$ cat src/rtl/tx_arbiter_if.sv
// Handshake bundle between the flit sources / TX handshake unit and the arbiter.
// The arbiter uses the slave modport; the surrounding logic uses master.
interface tx_arbiter_if #(
  parameter int NUM_REQ = 4,
  parameter int IDX_W   = 2,
  parameter int DATA_W  = 55
);
  logic [NUM_REQ-1:0]        req;
  logic [NUM_REQ*DATA_W-1:0] req_data;
  logic [NUM_REQ-1:0]        grant;
  logic                      tx_ready;
  logic                      rc_has_data;
  logic [DATA_W-1:0]         data_to_tx;
  logic [IDX_W-1:0]          cur_id;
  logic                      busy;
  logic                      tx_err;

  modport master (
    output req, req_data, tx_ready,
    input  grant, rc_has_data, data_to_tx, cur_id, busy, tx_err
  );

  modport slave (
    input  req, req_data, tx_ready,
    output grant, rc_has_data, data_to_tx, cur_id, busy, tx_err
  );
endinterface

$ cat src/rtl/tx_arbiter.sv
// Round-robin arbiter sharing the router-core TX handshake unit between flit sources.
// A captured flit is held until accepted, then the arbiter waits for the transfer to start.
module tx_arbiter #(
  parameter int NUM_REQ     = 4,
  parameter int IDX_W       = 2,
  parameter int DATA_W      = 55,
  parameter int TIMEOUT_CYC = 1023
) (
  input logic         clk,
  input logic         rst_n,
  tx_arbiter_if.slave bus
);
  typedef enum logic [1:0] {IDLE = 2'd0, SEND = 2'd1, DRAIN = 2'd2} state_t;

  state_t              state_q, state_d;
  logic [IDX_W-1:0]    rr_ptr_q, rr_ptr_d;
  logic [IDX_W-1:0]    cur_id_q, cur_id_d;
  logic [NUM_REQ-1:0]  grant_q, grant_d;
  logic                rc_has_data_q, rc_has_data_d;
  logic                busy_q, busy_d;
  logic                tx_err_q, tx_err_d;
  logic [DATA_W-1:0]   data_q, data_d;
  logic [15:0]         to_cnt_q, to_cnt_d;

  logic [IDX_W-1:0]    scan_idx;
  logic [IDX_W-1:0]    win_idx;
  logic                found;
  logic [DATA_W-1:0]   data_arr [NUM_REQ];

  generate
    for (genvar gi = 0; gi < NUM_REQ; gi++) begin : g_unpack
      assign data_arr[gi] = bus.req_data[gi*DATA_W +: DATA_W];
    end
  endgenerate

  // Scan rr_ptr+1 .. rr_ptr+NUM_REQ with explicit wrap so non-power-of-two counts work.
  always_comb begin
    scan_idx = rr_ptr_q;
    win_idx  = '0;
    found    = 1'b0;
    for (int k = 0; k < NUM_REQ; k++) begin
      scan_idx = (scan_idx == IDX_W'(NUM_REQ - 1)) ? '0 : scan_idx + 1'b1;
      if (!found && bus.req[scan_idx]) begin
        found   = 1'b1;
        win_idx = scan_idx;
      end
    end
  end

  always_comb begin
    state_d       = state_q;
    rr_ptr_d      = rr_ptr_q;
    cur_id_d      = cur_id_q;
    grant_d       = '0;
    rc_has_data_d = rc_has_data_q;
    busy_d        = busy_q;
    tx_err_d      = tx_err_q;
    data_d        = data_q;
    to_cnt_d      = to_cnt_q;
    case (state_q)
      IDLE: begin
        rc_has_data_d = 1'b0;
        busy_d        = 1'b0;
        if (bus.tx_ready && found) begin
          data_d           = data_arr[win_idx];
          cur_id_d         = win_idx;
          grant_d[win_idx] = 1'b1;
          rr_ptr_d         = win_idx;
          rc_has_data_d    = 1'b1;
          busy_d           = 1'b1;
          state_d          = SEND;
        end
      end
      SEND: begin
        rc_has_data_d = 1'b1;
        busy_d        = 1'b1;
        if (bus.tx_ready) begin
          rc_has_data_d = 1'b0;
          to_cnt_d      = '0;
          state_d       = DRAIN;
        end
      end
      DRAIN: begin
        rc_has_data_d = 1'b0;
        busy_d        = 1'b1;
        // tx_ready falling means the TX unit has started shifting the flit out.
        if (!bus.tx_ready) begin
          busy_d  = 1'b0;
          state_d = IDLE;
        end else if (to_cnt_q + 16'd1 == 16'(TIMEOUT_CYC)) begin
          tx_err_d = 1'b1;
          busy_d   = 1'b0;
          to_cnt_d = '0;
          state_d  = IDLE;
        end else begin
          to_cnt_d = to_cnt_q + 16'd1;
        end
      end
      default: begin
        rc_has_data_d = 1'b0;
        busy_d        = 1'b0;
        state_d       = IDLE;
      end
    endcase
  end

  always_ff @(posedge clk or negedge rst_n) begin
    if (!rst_n) begin
      state_q       <= IDLE;
      rr_ptr_q      <= IDX_W'(NUM_REQ - 1);
      cur_id_q      <= '0;
      grant_q       <= '0;
      rc_has_data_q <= 1'b0;
      busy_q        <= 1'b0;
      tx_err_q      <= 1'b0;
      data_q        <= '0;
      to_cnt_q      <= '0;
    end else begin
      state_q       <= state_d;
      rr_ptr_q      <= rr_ptr_d;
      cur_id_q      <= cur_id_d;
      grant_q       <= grant_d;
      rc_has_data_q <= rc_has_data_d;
      busy_q        <= busy_d;
      tx_err_q      <= tx_err_d;
      data_q        <= data_d;
      to_cnt_q      <= to_cnt_d;
    end
  end

  assign bus.grant       = grant_q;
  assign bus.rc_has_data = rc_has_data_q;
  assign bus.data_to_tx  = data_q;
  assign bus.cur_id      = cur_id_q;
  assign bus.busy        = busy_q;
  assign bus.tx_err      = tx_err_q;
endmodule

$ cat src/flat_wrapper.sv
// flat-port wrapper written by rule: the top's interface ports become plain ports
module tx_arbiter_flat 
#(
  parameter int NUM_REQ     = 4,
  parameter int IDX_W       = 2,
  parameter int DATA_W      = 55,
  parameter int TIMEOUT_CYC = 1023
)
  (clk, rst_n, bus_req, bus_req_data, bus_tx_ready, bus_grant, bus_rc_has_data, bus_data_to_tx, bus_cur_id, bus_busy, bus_tx_err);
  tx_arbiter_if #(.NUM_REQ(NUM_REQ), .IDX_W(IDX_W), .DATA_W(DATA_W)) bus_i ();
  input logic clk;
  input logic rst_n;
  input wire logic [$bits(bus_i.req)-1:0] bus_req;
  input wire logic [$bits(bus_i.req_data)-1:0] bus_req_data;
  input wire logic [$bits(bus_i.tx_ready)-1:0] bus_tx_ready;
  output wire logic [$bits(bus_i.grant)-1:0] bus_grant;
  output wire logic [$bits(bus_i.rc_has_data)-1:0] bus_rc_has_data;
  output wire logic [$bits(bus_i.data_to_tx)-1:0] bus_data_to_tx;
  output wire logic [$bits(bus_i.cur_id)-1:0] bus_cur_id;
  output wire logic [$bits(bus_i.busy)-1:0] bus_busy;
  output wire logic [$bits(bus_i.tx_err)-1:0] bus_tx_err;
  assign bus_i.req = bus_req;
  assign bus_i.req_data = bus_req_data;
  assign bus_i.tx_ready = bus_tx_ready;
  assign bus_grant = bus_i.grant;
  assign bus_rc_has_data = bus_i.rc_has_data;
  assign bus_data_to_tx = bus_i.data_to_tx;
  assign bus_cur_id = bus_i.cur_id;
  assign bus_busy = bus_i.busy;
  assign bus_tx_err = bus_i.tx_err;
  tx_arbiter #(.NUM_REQ(NUM_REQ), .IDX_W(IDX_W), .DATA_W(DATA_W), .TIMEOUT_CYC(TIMEOUT_CYC)) u_core (.clk(clk), .rst_n(rst_n), .bus(bus_i));
endmodule
$ cat config.mk
export PLATFORM = sky130hd
export DESIGN_NAME = tx_arbiter_flat
export DESIGN_NICKNAME = d
export VERILOG_FILES = /design/src/rtl/tx_arbiter_if.sv /design/src/rtl/tx_arbiter.sv /design/src/flat_wrapper.sv
export SDC_FILE = /design/constraint.sdc
export NUM_CORES = 1
export LEC_CHECK = 0
export ABC_CLOCK_PERIOD_IN_PS = 7640
export CORE_UTILIZATION = 45
export CTS_BUF_LIST = sky130_fd_sc_hd__clkbuf_8
export DETAILED_ROUTE_END_ITERATION = 10
export GPL_TIMING_DRIVEN = 0
export PLACE_DENSITY = 0.95
export SYNTH_ARGS = -nofsm -noshare
export SYNTH_HDL_FRONTEND = slang
export SYNTH_SLANG_ARGS = --single-unit
$ cat constraint.sdc
create_clock -name clk -period 7.64 [get_ports clk]
set_input_delay 1.146 -clock clk [delete_from_list [all_inputs] [get_ports clk]]
set_output_delay 1.146 -clock clk [all_outputs]
set_load 0.01 [all_outputs]
==> key figures <==
Timing
  • Worst Clk Skew: 0.01044 ns
  • Endpoints failing setup: 0
  • Slew @ Worst Pin: 0.6304 ns
  • Final WS setup: a little over 4 ns
  • Slew Viols, Final: 0
  • Relative slew slack: 57.69%
  • RSZ-0062 raised after global routing: no
  • Period utilization: 45.67%
  • Minimum clock period: 3.489 ns
  • Final TNS setup: 0 ns
  • Max Freq: about 290 MHz
  • Final hold violation count: 0

Clock tree
  • Clk Latency, worst-skew pair: 0.38 ns
  • Clk root buf: clkbuf_8
  • H-tree level count: 3
  • Longest Clk Path Bufs: 2
  • Post_cts resized: 0
  • Reg clk slew, reported paths: approximately 0.080 ns
  • Number of post-CTS setup repair buffers: 0
  • Clock sink count: 84
  • CTS buffer count: 9
  • Cts hold-fix bufs: 0
  • TritonCTS clock tree: yes

Global routing
  • Largest net degree at the start of global routing: 49
  • Congestion Overflow GR: 0
  • Initial antenna violation count: 4
  • Total track usage: between 30% and 40%
  • First-pass GRT wire length: 32040 µm
  • Number of global-route vias before repair: between 5000 and 6000

Synthesis
  • Top-area cell type share of the netlist area: between 30 and 40%
  • Syn_area_per_cell: 10.00 µm²
  • Post-Synthesis Cells: 598
  • Ys flop type: dfrtp_1
  • Number of synthesized flops with an enable pin: 0
  • Async set-reset flop share out of synthesis: 100.0%
  • Commonest cells post-synth: 110 x mux2i_1, 82 x dfrtp_1, 80 x nand2_1
  • Syn_nets: a little over 800
  • Post-synth top area cell: dfrtp_1
  • Most frequent cell after synthesis: mux2i_1
  • Sequential area share after synthesis: 35.18%
  • Yosys cell types: 57
  • Largest cells by area after synthesis: dfrtp_1 34%, mux2i_1 18%, mux2_4 14%
  • Synthesized area: 0.005982 mm²
  • Ys Warns: 0
  • Synthesis-stage register bit count: 84

Setup path
  • Critical path launch point: bus_req[2]
  • Worst Path Buf+Inv: 4
  • Max stage delay on crit path: 0.48 ns
  • Crit path kind: in -> reg
  • Largest delay share family, worst path: buffers and inverters
  • Critical Path AT: 3.75 ns
  • CP Capture Type: register
  • FF-to-FF Start: u_core.rr_ptr_q[0]
  • Critical path launch point type: input port
  • Cell Chain, Critical Path: clkdlybuf4s50_1 > buf_4 > or3b_1 > a221oi_1 > a31oi_1 > nand3_1 > buf_4 > buf_2 > mux2i_1 > mux2_4 > o21ai_1
  • Req. time, crit path: 7.90 ns
  • CP max FO: 10
  • CP max stage cell: clkdlybuf4s50_1
  • CP most frequent cell: buf_4

Placement
  • Post-DP HPWL: 18310 µm
  • I/O Buffers: 288
  • Setup WS pre-CTS: between 3 and 4 ns
  • Placer Congestion: 0.9263

Floorplan
  • Total core area: 0.01277 mm²
  • Initial Util: between 40% and 50%
  • # IOs: between 200 and 300
  • Rows: 41
  • Total Die Area: 0.01376 mm²
  • Die Y-Extent: roughly 120 µm
  • Die Width: 117.3 µm

Pwr
  • Clock power frac: 9.1%
  • Maximum vdd drop: 0.0002668 V
  • P_sw: 1.440 mW
  • Cell leakage power: around 4.2 nW
  • Sw frac: 39.11%
  • PwrDens: 395.6 mW/mm²
  • Cell Int Power: 2.242 mW
  • Sequential power share: 19.7%
  • Comb pwr share: 71.2%

Layout
  • Nets: 1128
  • Area Overhead vs Synth: 55.62%
  • Fraction of layout cells with a size suffix above 1: 13.18%

Flow run
  • Max-Cap Viols: 0

Min path
  • HP Class: reg -> reg
  • Worst hold path startpoint: u_core.bus.data_to_tx[7]

Run status
  • Status: finished, final reports clean

Routing
  • Wire per inst: around 21 µm
  • Via count: 5904
  • Final ANT Viol Nets: 0
  • # DRC: 0
  • Vias per cell: 5.472
  • DRT iter0 DRCs: 301
  • Total wire length: 22600 µm
  • Router iterations before antenna repair: 5
state kept, by name (all words and copies together), names as in the netlist:
name	cells
u_core.bus.grant	4
u_core.bus.tx_err	1
u_core.bus.data_to_tx	55
u_core.rr_ptr_q	2
u_core.state_q	2
u_core.to_cnt_q	16
u_core.bus.rc_has_data	1
u_core.bus.cur_id	2
u_core.bus.busy	1
placed cells by master, fill, tap and decap left out, types with 6 or more instances in the layout:
master / n
clkdlybuf4s50_1: 287
mux2i_1: 110
dfrtp_1: 82
nand2_1: 80
o21ai_1: 57
mux2_4: 54
nor2_1: 20
clkbuf_1: 18
buf_2: 14
a21oi_1: 13
buf_6: 13
clkbuf_8: 11
o21ai_0: 10
inv_1: 9
nor2b_1: 8
nand3_1: 8
nor3_1: 7
nand4_1: 6
nor4_1: 6
nand2b_1: 6
power by group through the flow:
stage,sequential [mW],combinational (mW),clock [mW]
4_1_cts,0.722,2.63,0.337
3_3_place_gp,0.719,2.57,0
2_1_floorplan,0.778,1.76,0
6_report,0.726,2.62,0.334
3_5_place_dp,0.727,2.62,0
5_1_grt,0.741,2.78,0.353
layout make-up:
cell class	count	area, µm²
fill	895	3465
multi-input combinational	455	3518
tap	172	215.2
inverter	9	33.78
antenna	4	10.01
clock buffer	11	151.4
timing repair buffer	289	2900
clock inverter	5	50.05
sequential	84	2105
buffer	50	325.3
tightest hold or removal path: stages, from the launching register on:
cell,delay [ns]
dfrtp_1,0.35
nand2_1,0.05
o21ai_1,0.06
layer usage:
| metal | track usage, % | share of wire (%) |
|---|---|---|
| met1 | 33.55 | 35 |
| met2 | 57.96 | 52 |
| met3 | 8.908 | 6.9 |
| met4 | 22.36 | 6.6 |
| met5 | 0 | 0 |
cells by family (layout without fill, tap and decap cells):
family                     count (synthesis)  after routing  synth area share [%]
DFF                                       84             84                 35.18
and+or+nand+nor                          162            162                 13.18
buffers and inverters                     59            364                 6.003
muxes                                    166            166                 32.34
AOI/OAI and AO/OA                        120            120                 12.09
adders and majority gates                  3              3                0.6276
other                                      0              4                     0
xor gates and xnor gates                   4              4                0.5856
metrics by stage:
step	power, mW	hold WS, ns	std cells	util (%)	area, µm²
after floorplan	2.535	0.4704	598	-	5982
after global placement	3.285	0.4607	1058	71.08	9080
after detailed placement	3.346	0.4705	1059	71.22	9097
after CTS	3.685	0.4899	1075	72.80	9299
after global routing	3.871	0.5167	1078	72.86	9306
final	3.683	0.4888	1079	72.88	9309
worst paths after layout:
check / endpoint / slack (ns) / cells after the start
max: u_core.bus.data_to_tx[2] / 4.15 / 11
min: u_core.bus.data_to_tx[7] / 0.49 / 2
max reg2reg: u_core.bus.data_to_tx[42] / 4.70 / 10
min reg2reg: u_core.bus.data_to_tx[7] / 0.49 / 2
max in group asynchronous: u_core.bus.data_to_tx[41] / 6.24 / 2
min in group asynchronous: u_core.to_cnt_q[11] / 0.79 / 1
(Power assumes the default switching activity.)
